[config.mk]
export PLATFORM = sky130hd
export DESIGN_NAME = serial_deserializer_flat
export DESIGN_NICKNAME = d
export VERILOG_FILES = /design/src/rtl/serdes_pkg.sv /design/src/rtl/serial_deserializer_if.sv /design/src/rtl/word_fifo2.sv /design/src/rtl/serial_deserializer.sv /design/src/flat_wrapper.sv
export SDC_FILE = /design/constraint.sdc
export NUM_CORES = 1
export LEC_CHECK = 0
export CAP_MARGIN = 20
export CORE_ASPECT_RATIO = 2
export CORE_MARGIN = 1.5
export CORE_UTILIZATION = 49
export DETAILED_ROUTE_END_ITERATION = 8
export GPL_TIMING_DRIVEN = 1
export MAX_ROUTING_LAYER = met4
export PLACE_DENSITY = 0.74
export SYNTH_ARGS = -nofsm -noshare
export SYNTH_HDL_FRONTEND = slang
export SYNTH_HIERARCHICAL = 1
export SYNTH_SLANG_ARGS = --single-unit
[constraint.sdc]
create_clock -name clk -period 2.1 [get_ports clk]
set_input_delay 0.315 -clock clk [delete_from_list [all_inputs] [get_ports clk]]
set_output_delay 0.315 -clock clk [all_outputs]
set_load 0.05 [all_outputs]
[src/rtl/serdes_pkg.sv]
// Shared constants and types for the 8-bit serial shift link.
// Used by both the transmitter and the receive deserializer.
package serdes_pkg;

  localparam int LEN_DEFAULT = 8;
  localparam int FIFO_DEPTH  = 2;

  typedef enum logic {
    IDLE = 1'b0,
    RECV = 1'b1
  } state_e;

endpackage

[src/rtl/serial_deserializer_if.sv]
// Parallel valid/ready word port of the deserializer.
// master drives words, slave is the downstream consumer.
import serdes_pkg::*;

interface serial_deserializer_if #(
  parameter int Len = LEN_DEFAULT
);

  logic [Len-1:0] data_out;
  logic           valid;
  logic           ready;

  modport master (
    output data_out,
    output valid,
    input  ready
  );

  modport slave (
    input  data_out,
    input  valid,
    output ready
  );

endinterface

[src/rtl/word_fifo2.sv]
// Two-entry register FIFO for completed words.
// A push while full only lands if a pop frees the head slot.
import serdes_pkg::*;

module word_fifo2 #(
  parameter int W = LEN_DEFAULT
) (
  input  logic         clk,
  input  logic         rst,
  input  logic         clr,
  input  logic         push,
  input  logic [W-1:0] data_in,
  input  logic         pop,
  output logic [W-1:0] data_out,
  output logic         full,
  output logic         empty
);

  logic [W-1:0] mem_q [2];
  logic         rp_q;
  logic         wp_q;
  logic [1:0]   cnt_q;
  logic         do_push;
  logic         do_pop;

  assign empty   = (cnt_q == 2'd0);
  assign full    = (cnt_q == 2'(FIFO_DEPTH));
  assign do_pop  = pop && !empty;
  assign do_push = push && (!full || do_pop);

  // Gate to zero when empty so the idle port reads as reset.
  assign data_out = empty ? '0 : mem_q[rp_q];

  always_ff @(posedge clk or negedge rst) begin
    if (!rst) begin
      mem_q[0] <= '0;
      mem_q[1] <= '0;
      rp_q     <= 1'b0;
      wp_q     <= 1'b0;
      cnt_q    <= 2'd0;
    end else if (!clr) begin
      rp_q     <= 1'b0;
      wp_q     <= 1'b0;
      cnt_q    <= 2'd0;
    end else begin
      if (do_push) begin
        mem_q[wp_q] <= data_in;
        wp_q        <= ~wp_q;
      end
      if (do_pop) begin
        rp_q <= ~rp_q;
      end
      cnt_q <= cnt_q + 2'(do_push) - 2'(do_pop);
    end
  end

endmodule

[src/rtl/serial_deserializer.sv]
// Receive side of the serial shift link: MSB-first shift-in,
// word assembly, 2-deep buffering and sticky overrun.
import serdes_pkg::*;

module serial_deserializer #(
  parameter int Len = LEN_DEFAULT
) (
  input  logic clk,
  input  logic rst,
  input  logic en,
  input  logic si,
  input  logic clr,
  serial_deserializer_if.master out,
  output logic ovr,
  output logic busy
);

  localparam int CW = $clog2(Len);
  localparam logic [CW-1:0] LAST = CW'(Len - 1);

  state_e         state_q, state_d;
  logic [CW-1:0]  cnt_q, cnt_d;
  logic [Len-2:0] sh_q, sh_d;
  logic           ovr_q, ovr_d;

  logic           shift;
  logic           done;
  logic           pop;
  logic           full;
  logic           empty;
  logic [Len-1:0] word;

  assign shift = !en;
  assign done  = shift && (cnt_q == LAST);
  assign word  = {sh_q, si};
  assign pop   = out.valid && out.ready;

  always_ff @(posedge clk or negedge rst) begin
    if (!rst) begin
      state_q <= IDLE;
      cnt_q   <= '0;
      sh_q    <= '0;
      ovr_q   <= 1'b0;
    end else begin
      state_q <= state_d;
      cnt_q   <= cnt_d;
      sh_q    <= sh_d;
      ovr_q   <= ovr_d;
    end
  end

  always_comb begin
    state_d = state_q;
    cnt_d   = cnt_q;
    sh_d    = sh_q;
    ovr_d   = ovr_q;
    if (!clr) begin
      state_d = IDLE;
      cnt_d   = '0;
      sh_d    = '0;
      ovr_d   = 1'b0;
    end else begin
      if (shift) begin
        sh_d  = word[Len-2:0];
        cnt_d = done ? '0 : cnt_q + 1'b1;
      end
      unique case (state_q)
        IDLE: if (shift && !done) state_d = RECV;
        RECV: if (done) state_d = IDLE;
        default: state_d = IDLE;
      endcase
      // A pop on the same edge makes room, so no drop.
      if (done && full && !pop) ovr_d = 1'b1;
    end
  end

  word_fifo2 #(.W(Len)) u_fifo (
    .clk      (clk),
    .rst      (rst),
    .clr      (clr),
    .push     (done),
    .data_in  (word),
    .pop      (pop),
    .data_out (out.data_out),
    .full     (full),
    .empty    (empty)
  );

  assign out.valid = !empty;
  assign ovr       = ovr_q;
  assign busy      = (state_q == RECV);

endmodule

[src/flat_wrapper.sv]
// flat-port wrapper written by rule: the top's interface ports become plain ports
module serial_deserializer_flat 
#(
  parameter int Len = LEN_DEFAULT
)
  (clk, rst, en, si, clr, ovr, busy, out_data_out, out_valid, out_ready);
  serial_deserializer_if #(.Len(Len)) out_i ();
  input  logic clk;
  input  logic rst;
  input  logic en;
  input  logic si;
  input  logic clr;
  output logic ovr;
  output logic busy;
  output wire logic [$bits(out_i.data_out)-1:0] out_data_out;
  output wire logic [$bits(out_i.valid)-1:0] out_valid;
  input wire logic [$bits(out_i.ready)-1:0] out_ready;
  assign out_data_out = out_i.data_out;
  assign out_valid = out_i.valid;
  assign out_i.ready = out_ready;
  serial_deserializer #(.Len(Len)) u_core (.clk(clk), .rst(rst), .en(en), .si(si), .clr(clr), .out(out_i), .ovr(ovr), .busy(busy));
endmodule
==> results.cfg <==
[global_routing]
grt_usage = 0.1962
grt_max_degree = 33
antenna_found_initial = 0
grt-ovfl-total = 0
grt_first_pass_wirelength_um = 4968
grt_pass1_vias = 1085

[clock_tree]
cts_setup_buffers = 0
ctsHtreeMaxLevel = 2
clkSinkCount = 32
cts_tree = yes
cts_buffers = 5
clk_path_buf_depth = 2
cts-hold-fix-buffers = 0
clockRootBuffer = clkbuf_8
worstSkewPairLatency_ns = 0.28
clk_pin_slew_ns = 0.07

[timing]
holdWs_ns = 0.4153
setup_ws_ns = 0.08387
max_freq_ghz = 0.4960
final_max_slew_viol_count = 0
skew_ns = 0.007450
worst_pin_slew_ns = 0.5531
post-route-period-util = 0.9601
period_needed_ns = 2.016
setup_viol = 0
tns_ns = 0
hold_viol = 0
slew_headroom = 0.6313

[placement]
gp_congestion = 0.8220
place_inst = 174
dp_hpwl_um = 2014
place_ws_ns = -0.2781
io_buffer_count = 16

[flow_run]
maxCapViolCount = 0

[power_and_ir_drop]
leakagePower_nw = 0.9208
max-vdd-ir-drop_v = 0.0005868
p_int_w = 0.001002
switching_share = 0.2044
p_switching_w = 0.0002573
clkPwrFrac = 0.453
pwr-share-seq = 0.499
combinationalPowerShare = 0.048
p_per_area_nw_per_um2 = 645.6

[setup_path]
cp-start-kind = flop
cp.arrival_ns = 2.19
required_ns = 2.27
path_cells = ha_2 -> ha_4 -> nor2b_4 -> nand2b_1 -> ha_1 -> inv_1 -> ha_1 -> xnor2_2 -> xnor2_1 -> and2_1
cp_max_fo = 5
crit_slowest_cell = dfrtp_1
crit_type = reg2reg
worst_setup_path_end_kind = flop
slowest_delay_ns = 0.37
critPathMostFrequentCell = ha_1

[synth]
yosys_warnings = 6
netlist_area_um2 = 1536
synth_nets = 131
synth-seq-cells = 32
synth_cell_type_count = 24
ys_seq_area_frac = 0.5212
syn_inst = 121
synth_area_per_cell_um2 = 12.70

[route]
vias = 975
drt_pre_antenna_iters = 2
ant_nets = 0
drc = 0
drt_wl_total_um = 2921
drt-initial-drc-count = 27
wire_per_inst_um = 16.05
viasPerCell = 5.357

[outcome]
status = finished, final reports clean

[worst_hold_path]
hp-class = in2async

[layout]
final_nets = 161
drive_above_1_share = 0.3421
final_cells = 182
final_core_util = 0.6550
diodes = 0
area_growth_pct = 26.95

[die]
initial_core_util = 0.5160
die-area_um2 = 3501
die_y_um = 82.19
ios = 17
die_w_um = 42.60
core_area_um2 = 2978
rows = 28
-- what timing repair did --
item / 4_1_cts / 5_1_grt
setup endpoints to repair: 2 / 1
pin swaps: 0 / 0
resized for setup: 3 / 7
-- path summary, 6_finish.rpt --
kind                       slack (ns)                endpoint       startpoint  depth (start not counted)
max                              0.08  u_core/u_fifo/cnt_q[1]  u_core/cnt_q[0]                         10
min                              0.42              u_core/ovr              rst                          2
max reg2reg                      0.08  u_core/u_fifo/cnt_q[1]  u_core/cnt_q[0]                         10
min reg2reg                      0.50              u_core/ovr       u_core/ovr                          2
max in group asynchronous        1.37  u_core/u_fifo/cnt_q[1]              rst                          2
min in group clk                 0.50              u_core/ovr       u_core/ovr                          2
-- worst max-delay path, delay by kind of cell (launching register included) --
family | cells | cell delay, ns
flops | 1 | 0.37
fa+ha+maj | 4 | 0.85
xor+xnor | 2 | 0.26
buf+inv | 1 | 0.04
simple gates | 3 | 0.39
-- registers in the layout, summed over array words and instances (netlist names) --
register and count:
u_core/u_fifo/rp_q 1, u_core/sh_q 7, u_core/cnt_q 3, u_core/ovr 1, u_core/u_fifo/wp_q 1, u_core/busy 1, u_core/u_fifo/mem_q 16, u_core/u_fifo/cnt_q 2
-- synth_stat cells, drive strengths merged --
cell	instances	area, um2
mux2	16	180.2
nand4b	1	8.760
ha	4	50.05
nor3	1	16.27
nor2	9	33.78
and2	4	25.02
o21ai	2	10.00
nor3b	2	37.54
a21boi	3	22.52
or2	1	6.260
inv	3	11.26
a21o	1	7.510
nand2	5	18.77
or3	1	6.260
xnor2	3	26.28
buf	3	27.52
nand2b	1	6.260
or3b	1	8.760
mux2i	16	160.2
dfrtp	32	800.8
nor2b	11	68.82
clkbuf	1	3.750
-- power by group through the flow --
stage               Sequential, W  Clock [W]  Combinational, W
finish                   0.000628   0.000570         0.0000609
global route             0.000629   0.000613         0.0000694
CTS                      0.000628   0.000587         0.0000617
detailed placement       0.000639          0         0.0000616
global placement         0.000639          0         0.0000595
floorplan                0.000642          0         0.0000265
-- area by class of cell --
| type | count | area [um2] |
|---|---|---|
| clock buffer | 6 | 72.57 |
| clock inverter | 2 | 35.03 |
| fill | 232 | 1027 |
| inverter | 3 | 11.26 |
| multi-input combinational | 82 | 733.2 |
| sequential | 32 | 802.0 |
| tap | 30 | 37.54 |
| timing repair buffer | 27 | 259.0 |
-- cell usage in the layout (no fill, tap or decap) --
cell / n
dfrtp_1: 31
buf_4: 16
mux2i_1: 16
mux2_2: 16
nor2b_1: 9
nor2_1: 8
clkdlybuf4s50_1: 7
clkbuf_8: 5
nand2_1: 5
and2_1: 4
buf_12: 3
inv_1: 3
a21boi_1: 3
o21ai_1: 2
nor3b_4: 2
xnor2_1: 2
ha_1: 2
bufinv_16: 1
clkinv_2: 1
clkbuf_1: 1
dlygate4sd2_1: 1
nor2b_4: 1
nor2b_2: 1
or2_1: 1
or3b_1: 1
nand4b_1: 1
or3_1: 1
ha_2: 1
ha_4: 1
nand2b_1: 1
nor2_4: 1
xnor2_2: 1
nor3_4: 1
a21o_1: 1
dfrtp_2: 1
-- kinds of logic (layout without fill, tap and decap cells) --
kind of cell             Yosys count  after routing  synth area share
AND/OR/NAND/NOR                   37             37            0.1539
multiplexers                      32             32            0.2215
flip-flops                        32             32            0.5212
buffers and inverters              7             38           0.02768
AO/OA/AOI/OAI                      6              6           0.02605
adder cells (fa/ha/maj)            4              4           0.03257
XOR/XNOR                           3              3           0.01710
-- layer usage --
| layer | part of all wire | wire (um) | vias up | GRT usage |
|---|---|---|---|---|
| met1 | 0.42 | 1235 | 487 | 0.2129 |
| met2 | 0.53 | 1540 | 16 | 0.3369 |
| met3 | 0.033 | 97 | 6 | 0.04783 |
| met5 | 0 | 0 | - | - |
| li1 | - | - | 466 | - |
| met4 | 0.016 | 48 | 0 | 0.08750 |
-- stage by stage --
stage,instance area [um2],power [W]
after floorplan,1544,0.0006689
after global placement,1810,0.0006981
after detailed placement,1810,0.0007009
after CTS,1922,0.001276
after global routing,1951,0.001311
final,1951,0.001259
(Power assumes the default switching activity.)
